## config.mk

```make
export PLATFORM = sky130hd
export DESIGN_NAME = sw_reporter
export DESIGN_NICKNAME = d
export VERILOG_FILES = /design/src/rtl/sw_reporter.sv
export SDC_FILE = /design/constraint.sdc
export NUM_CORES = 1
export LEC_CHECK = 0
export ABC_AREA = 1
export BUFFER_PORTS_ARGS = -buffer_cell sky130_fd_sc_hd__buf_2
export CAP_MARGIN = 20
export CELL_PAD_IN_SITES_DETAIL_PLACEMENT = 0
export CELL_PAD_IN_SITES_GLOBAL_PLACEMENT = 1
export CORE_MARGIN = 1.5
export CORE_UTILIZATION = 41
export DETAILED_ROUTE_END_ITERATION = 8
export GPL_ROUTABILITY_DRIVEN = 0
export MAX_ROUTING_LAYER = met4
export PLACE_DENSITY_LB_ADDON = 0.1
export SYNTH_ARGS = -nofsm -noshare
export SYNTH_HDL_FRONTEND = slang
export SYNTH_SLANG_ARGS = --single-unit
```

## constraint.sdc

```tcl
create_clock -name clk -period 2.1 [get_ports clk]
set_clock_uncertainty 0.1 [all_clocks]
set_input_delay 0.315 -clock clk [delete_from_list [all_inputs] [get_ports clk]]
set_output_delay 0.315 -clock clk [all_outputs]
set_load 0.01 [all_outputs]
```

## src/rtl/sw_reporter.sv

```systemverilog
// Switch reporter: synchronizes and debounces the board switches, then streams an ASCII
// snapshot ("bbbbbbbb\r\n", MSB first) to a UART serializer over a ready/read handshake.
module sw_reporter #(
    parameter int          SW_W    = 8,
    parameter logic [19:0] DEB_CNT = 20'd1_000_000
) (
    input  logic            clk,
    input  logic            rst_n,
    input  logic [SW_W-1:0] sw,
    input  logic            report_req,
    output logic            tx_ready,
    input  logic            tx_rd,
    output logic [7:0]      tx_data,
    output logic            busy
);

    localparam int IDX_W = $clog2(SW_W + 2);
    localparam logic [IDX_W-1:0] IDX_LASTBIT = IDX_W'(SW_W - 1);
    localparam logic [IDX_W-1:0] IDX_CR      = IDX_W'(SW_W);
    localparam logic [IDX_W-1:0] IDX_LAST    = IDX_W'(SW_W + 1);

    typedef enum logic {
        S_IDLE = 1'b0,
        S_SEND = 1'b1
    } state_t;

    logic [SW_W-1:0] sync1_q, sync2_q, cand_q, stable_q;
    logic [19:0]     cnt_q;
    logic [20:0]     run_len;
    logic            deb_fire;

    // run_len is how many cycles sw_sync has held its present value, so a new
    // level is accepted exactly DEB_CNT edges after it reaches sw_sync.
    always_comb begin
        run_len  = (sync2_q != cand_q) ? 21'd1 : ({1'b0, cnt_q} + 21'd2);
        deb_fire = (sync2_q != stable_q) && (run_len >= {1'b0, DEB_CNT});
    end

    always_ff @(posedge clk or negedge rst_n) begin
        if (!rst_n) begin
            sync1_q  <= '0;
            sync2_q  <= '0;
            cand_q   <= '0;
            stable_q <= '0;
            cnt_q    <= '0;
        end else begin
            sync1_q <= sw;
            sync2_q <= sync1_q;
            cand_q  <= sync2_q;
            if (deb_fire) begin
                stable_q <= sync2_q;
                cnt_q    <= '0;
            end else if (sync2_q != cand_q) begin
                cnt_q <= '0;
            end else if (cand_q != stable_q) begin
                cnt_q <= cnt_q + 20'd1;
            end
        end
    end

    state_t          state_q, state_d;
    logic [IDX_W-1:0] idx_q, idx_d;
    logic [SW_W-1:0] snap_q, snap_d;
    logic [SW_W-1:0] last_q, last_d;
    logic            req_q, req_d;
    logic            tx_ready_q, tx_ready_d;
    logic [7:0]      tx_data_q, tx_data_d;
    logic            busy_q, busy_d;

    // snap_q shifts left per accepted bit so the next character is always at SW_W-2
    always_comb begin
        state_d    = state_q;
        idx_d      = idx_q;
        snap_d     = snap_q;
        last_d     = last_q;
        req_d      = req_q | report_req;
        tx_ready_d = tx_ready_q;
        tx_data_d  = tx_data_q;
        busy_d     = busy_q;
        case (state_q)
            S_IDLE: begin
                if ((stable_q != last_q) || req_q) begin
                    state_d    = S_SEND;
                    snap_d     = stable_q;
                    last_d     = stable_q;
                    req_d      = report_req;
                    idx_d      = '0;
                    tx_ready_d = 1'b1;
                    tx_data_d  = 8'h30 | {7'd0, stable_q[SW_W-1]};
                    busy_d     = 1'b1;
                end
            end
            S_SEND: begin
                if (tx_rd) begin
                    if (idx_q == IDX_LAST) begin
                        state_d    = S_IDLE;
                        tx_ready_d = 1'b0;
                        busy_d     = 1'b0;
                    end else begin
                        idx_d  = idx_q + 1'b1;
                        snap_d = snap_q << 1;
                        if (idx_q == IDX_LASTBIT) begin
                            tx_data_d = 8'h0D;
                        end else if (idx_q == IDX_CR) begin
                            tx_data_d = 8'h0A;
                        end else begin
                            tx_data_d = 8'h30 | {7'd0, snap_q[SW_W-2]};
                        end
                    end
                end
            end
            default: state_d = S_IDLE;
        endcase
    end

    always_ff @(posedge clk or negedge rst_n) begin
        if (!rst_n) begin
            state_q    <= S_IDLE;
            idx_q      <= '0;
            snap_q     <= '0;
            last_q     <= '0;
            req_q      <= 1'b0;
            tx_ready_q <= 1'b0;
            tx_data_q  <= 8'h00;
            busy_q     <= 1'b0;
        end else begin
            state_q    <= state_d;
            idx_q      <= idx_d;
            snap_q     <= snap_d;
            last_q     <= last_d;
            req_q      <= req_d;
            tx_ready_q <= tx_ready_d;
            tx_data_q  <= tx_data_d;
            busy_q     <= busy_d;
        end
    end

    assign tx_ready = tx_ready_q;
    assign tx_data  = tx_data_q;
    assign busy     = busy_q;

endmodule

```

---- Yosys cells after proc, flatten, opt, wreduce, memory -nomap -nowiden ----
Cells that the tools add are included.
operators by class
  add/subtract/negate cells ............... 3
  order comparisons ....................... 1
  eq/ne operators ......................... 11
  muxes and demuxes ....................... 28
  bitwise gates (word level) .............. 2
  reductions and logical operators ........ 6
operators with widths
  operator                 number
  $mux W20                 3
  $ne A8 B8 Y1             4
  $mux W8                  3
  $add A20 B2 Y21 const B  1
  $ge A21 B20 Y1 const B   1
  $mux W21                 1
  $mux W7                  3
  $add A20 B1 Y20 const B  1
  $pmux W8 S2              1
  $pmux W7 S2              1
  $mux W4                  3
  $mux W6                  2
  $eq A4 B4 Y1 const B     2
  $mux W1                  8
  $pmux W4 S2              1
  $ne A2 B2 Y1 const B     3
  $reduce_and A3 Y1        2
  $add A4 B1 Y4 const B    1
  $eq A4 B3 Y1 const B     1
  $pmux W1 S2              2
  $reduce_bool A3 Y1       1
  $ne A2 B1 Y1 const B     1
  $reduce_and A2 Y1        1
  $logic_and A1 B1 Y1      1
  other kinds (3)          3
storage, ports and cells
  flip-flop bits (word level) ............. 82
  input bits .............................. 12
  output and inout port bits .............. 10
  logic and storage cells ................. 63

---- Longest topological paths before layout ----
  word-level depth ........................ 6
  gate-level depth with buffers ........... 17
  mapped depth without buffers ............ 17

---- Worst setup path before layout ----
OpenSTA, ideal clock, no wires.
  path kind ............................... flip-flop to flip-flop
  start point ............................. register cnt_q[2]
  end point ............................... register cnt_q[10]
  library setup time ...................... 0.073 ns
  data arrival time ....................... 1.950 ns
  required time ........................... 1.927 ns
  path slack .............................. -0.023 ns
  stages on the path, launching flop included .. 17
  path buffers ............................ 1
  period minus slack after synthesis ...... 2.123 ns
  cell sequence ........................... dfrtp_1 ha_1 inv_1 nor2_2 nand2_1 nor2_2 nand3_1 nand3_1 nor2_1 nand2_1 inv_1 nand2_1 nand3_2 nand2_4 buf_6 o211ai_1 nor2_1
between the ends
  longest elaborated chain between the ends .. 5
  elaborated cells between the ends (all ways) .. 9
  those cells by class .................... add/sub: 2; order compare: 1; mux: 4; reduce/logical: 2
RTL lines
  item                                                      RTL line  RTL
  start, declared                                           28        logic [19:0] cnt_q;
  start signal, assigned                                    56        cnt_q <= cnt_q + 20'd1;
  $add A20 B2 Y21                                           35        run_len = (sync2_q != cand_q) ? 21'd1 : ({1'b0, cnt_q} + 21'd2);
  $mux W21                                                  35
  $ge A21 B20 Y1                                            36        deb_fire = (sync2_q != stable_q) && (run_len >= {1'b0, DEB_CNT});
  $logic_and A1 B1 Y1                                       36
  $reduce_bool A3 Y1 (no line) or $mux W20 (tied branches)  --
Several ways; a longest one is shown, not always the timed one. The select of a mux whose other input is x is not followed.
A chain may end at the register's enable or synchronous reset.

---- Final worst setup path ----
  start point ............................. register cnt_q[1]
  end point ............................... register stable_q[3]
between the ends
  longest elaborated chain between the ends .. 4
RTL lines
  item                  RTL line  RTL
  $add A20 B2 Y21       35
  $mux W21              35
  $ge A21 B20 Y1        36
  $logic_and A1 B1 Y1   36
  end signal, assigned  51        stable_q <= sync2_q;
  end, declared         27        logic [SW_W-1:0] sync1_q, sync2_q, cand_q, stable_q;
Every way passes these cells.

==> impl_metrics.py <==
metrics = {
    "detailed_routing": {
        "dr.pass1.iters": 5,
        "vias": 4287,
        "routed_via_density": 4.701,
        "drt_iter0_markers": 213,
        "ant_nets": 0,
        "drc": 0,
        "wl_um": 12600,
        "wl_per_cell_um": 13.81,
    },
    "setup_path": {
        "critical_path_required_ns": 2.25,
        "reg2reg_from": "cnt_q[1]$_DFFE_PN0P_",
        "r2r_slack_ns": -0.24,
        "crit_type": "register to register",
        "critPathMaxFanout": 8,
        "arrival_ns": 2.49,
        "timing.rr.end": "stable_q[3]$_DFFE_PN0N_",
        "rr_worst_depth": 16,
        "endpoint_kind": "register",
        "cp-start-kind": "register",
    },
    "placement": {
        "place_ws_ns": -0.2938,
        "placed_cell_area_um2": 5567,
        "hpwl_um": 8981,
        "placedCellCount": 859,
        "port_buffers": 19,
    },
    "timing": {
        "layout_setup_ws_ns": -0.2434,
        "fin_crit_sh_pct": 111.6,
        "hold_violations": 0,
        "clock.fmax_mhz": 426.7,
        "maxSlewViolCount": 0,
        "setup_viol_count_final": 28,
        "rsz0062_at_grt": "yes",
        "fin_crit_ns": 2.343,
    },
    "global_routing": {
        "grt_pass1_vias": 4064,
        "grt_max_degree": 53,
        "overflow": 0,
        "antenna_found_initial": 0,
        "grt.total_usage_pct": 23.49,
        "grt_pass1_wl_um": 20130,
    },
    "status": {
        "violations": "negative setup slack",
        "status": "finished with violations",
    },
    "clock_network": {
        "clkTransAtPathRegs_ns": 0.09,
        "clk_path_buf_depth": 2,
        "cts_buffers": 9,
        "clkLatencyLatePin_ns": 0.36,
        "cts_tree": "yes",
        "cts_sinks": 79,
        "htreeDepth": 3,
        "cts_root_buffer": "clkbuf_8",
    },
    "floorplanning": {
        "die_y_um": 107.2,
        "io_pins": 22,
        "die_w_um": 107.2,
        "dieArea_um2": 11500,
        "coreArea_um2": 10420,
        "num_rows": 37,
        "start_util_pct": 42.77,
    },
    "final_layout": {
        "drive_gt1_share_pct": 32.47,
        "fin_nets": 788,
        "postLayoutCoreUtil_pct": 60.66,
        "antenna_cells": 0,
        "fin_area_um2": 6319,
        "n_fill_cell": 985,
        "areaGrowthSynthToFinish_pct": 41.81,
        "final_cells": 912,
    },
    "yosys": {
        "netlist_area_um2": 4456,
        "avgSynthCellArea_um2": 7.414,
        "synthMuxAreaShare_pct": 0,
        "synthAdderAreaFrac_pct": 1.404,
        "synth_xor_area_share_pct": 5.111,
        "async_flop_share_pct": 100.0,
        "synth_top_area_share_pct": 44.37,
        "yosysTopAreaCell": "dfrtp_1",
        "synth_simple_gate_area_share_pct": 32.63,
        "synthFlopType": "dfrtp_1",
        "synth_top_family_by_area": "simple AND/OR/NAND/NOR gates",
        "synth.yosys.seq_area_share_pct": 44.37,
        "synth_area_leaders": "dfrtp_1, nand2_1, nor2_1, inv_1, nand3_1",
        "yosys_warnings": 0,
        "synth-seq-cells": 79,
        "synth_cell_types": 42,
        "synth-edff-count": 0,
        "synthCells": 601,
        "synth_compound_area_share_pct": 7.161,
    },
    "min_path": {
        "min_path_cells": 2,
        "hp-start": "report_req",
        "hold_path_end": "req_q$_DFF_PN0_",
        "hp-class": "input port to register",
    },
    "power_and_ir_drop": {
        "combPwrFrac_pct": 20.1,
        "intPower_uw": 2417,
        "p_leak_uw": 0.003074,
        "power_density_nw_per_um2": 558.4,
        "p_switching_uw": 1111,
        "pwr-share-seq_pct": 50.9,
        "ir_worst_vdd_mv": 0.5105,
        "switching_share_pct": 31.50,
        "finalPower_uw": 3528,
        "clkPwrFrac_pct": 29.1,
    },
    "flow_run": {
        "cap_violations": 0,
    },
}
## synthesized netlist by cell type (5+ instances only)
library cell	number
o21ai_0	12
dfrtp_1	79
clkbuf_1	5
xnor2_1	8
nor3_1	8
nand2_1	173
ha_1	5
nand4_1	14
a21oi_1	11
o21ai_1	12
nand3_1	37
o211ai_1	5
xor2_1	18
inv_1	79
nor2_1	83
## layer usage
| layer | vias up | routed length (um) | track usage (%) |
|---|---|---|---|
| li1 | 2229 | - | - |
| met4 | 0 | 230 | 7.048 |
| met2 | 75 | 5545 | 34.30 |
| met1 | 1960 | 6363 | 33.01 |
| met5 | - | 0 | - |
| met3 | 23 | 458 | 4.559 |
## logic make-up (layout without fill, tap and decap cells)
kind of cell,Yosys count,after routing
flip-flops,79,79
AND/OR/NAND/NOR,338,340
XOR/XNOR,26,26
other,1,2
buffers and inverters,99,271
adder cells (fa/ha/maj),5,5
AO/OA/AOI/OAI,53,53
## worst max-delay path: stages (launching register included)
cell and delay [ns]:
dfrtp_2 0.42, ha_4 0.17, nand3_4 0.08, nor2_4 0.22
buf_6 0.13, nand3_2 0.09, nand2_2 0.09, nand2_1 0.06
nor2_2 0.09, inv_1 0.06, a21oi_2 0.14, nand2_2 0.08
nand3_4 0.13, nand2_8 0.10, clkbuf_16 0.18, nand2_2 0.05
o21ai_1 0.05
## power by group through the flow
| stage | logic [uW] | registers, uW | clock network [uW] |
|---|---|---|---|
| floorplan | 412 | 1830 | 0 |
| global placement | 660 | 1820 | 0 |
| detailed placement | 678 | 1830 | 0 |
| CTS | 698 | 1800 | 1060 |
| global route | 796 | 1820 | 1130 |
| finish | 708 | 1790 | 1030 |
## metrics by stage
step | hold WS, ns | setup TNS (ns)
2_1_floorplan | -0.08059 | 0
3_3_place_gp | 0.1608 | -5.021
3_5_place_dp | 0.1651 | -6.078
4_1_cts | 0.01769 | -3.424
5_1_grt | 0.02675 | -9.776
6_report | 0.03629 | -5.539
## repair_timing
action                                  in CTS  in global routing
resized for setup                           30                 37
setup buffers                               13                 12
cloned                                       2                  1
endpoints found under the setup margin      38                 44
hold endpoints to repair                    35                  0
hold buffers                                 9                  0
pin swaps                                   15                 10
## state kept, by name (all words and copies together) (netlist names), 4 cells and up
register,cells
cand_q,8
stable_q,8
sync2_q,8
sync1_q,8
tx_data,5
snap_q,7
last_q,8
cnt_q,20
idx_q,4
## area by class of cell
cell class	instances	area [um2]	share of cell area, %
clock inverter	6	46.29	0.7327
timing repair buffer	171	1333	21.09
inverter	84	316.6	5.010
sequential	79	1982	31.37
tap	136	170.2	2.693
multi-input combinational	426	2344	37.09
clock buffer	10	127.6	2.020
## worst max path at each step
stage / start / end / slack [ns] / depth (start not counted)
floorplan: cnt_q[1]$_DFFE_PN0P_ / cnt_q[10]$_DFFE_PN0P_ / 0.001 / 16
global placement: cnt_q[1]$_DFFE_PN0P_ / cnt_q[15]$_DFFE_PN0P_ / -0.25 / 14
detailed placement: cnt_q[1]$_DFFE_PN0P_ / cnt_q[4]$_DFFE_PN0P_ / -0.29 / 15
CTS: cnt_q[2]$_DFFE_PN0P_ / stable_q[1]$_DFFE_PN0N_ / -0.16 / 17
global route: cnt_q[1]$_DFFE_PN0P_ / stable_q[1]$_DFFE_PN0N_ / -0.40 / 16
finish: cnt_q[1]$_DFFE_PN0P_ / stable_q[3]$_DFFE_PN0N_ / -0.24 / 16
## cells in the final DEF, fill, tap and decap left out, drive strengths merged, types with 5 or more instances in the layout
cell / Yosys / routed
nand2: 179 / 181
xnor2: 8 / 8
xor2: 18 / 18
buf: 10 / 161
clkbuf: 5 / 11
inv: 83 / 84
dlygate4sd3: 0 / 9
a21oi: 11 / 11
dfrtp: 79 / 79
nor2: 90 / 90
nor3: 8 / 8
ha: 5 / 5
nand3: 39 / 39
nand4: 14 / 14
o21ai: 24 / 24
o211ai: 5 / 5
(Power assumes the default switching activity.)
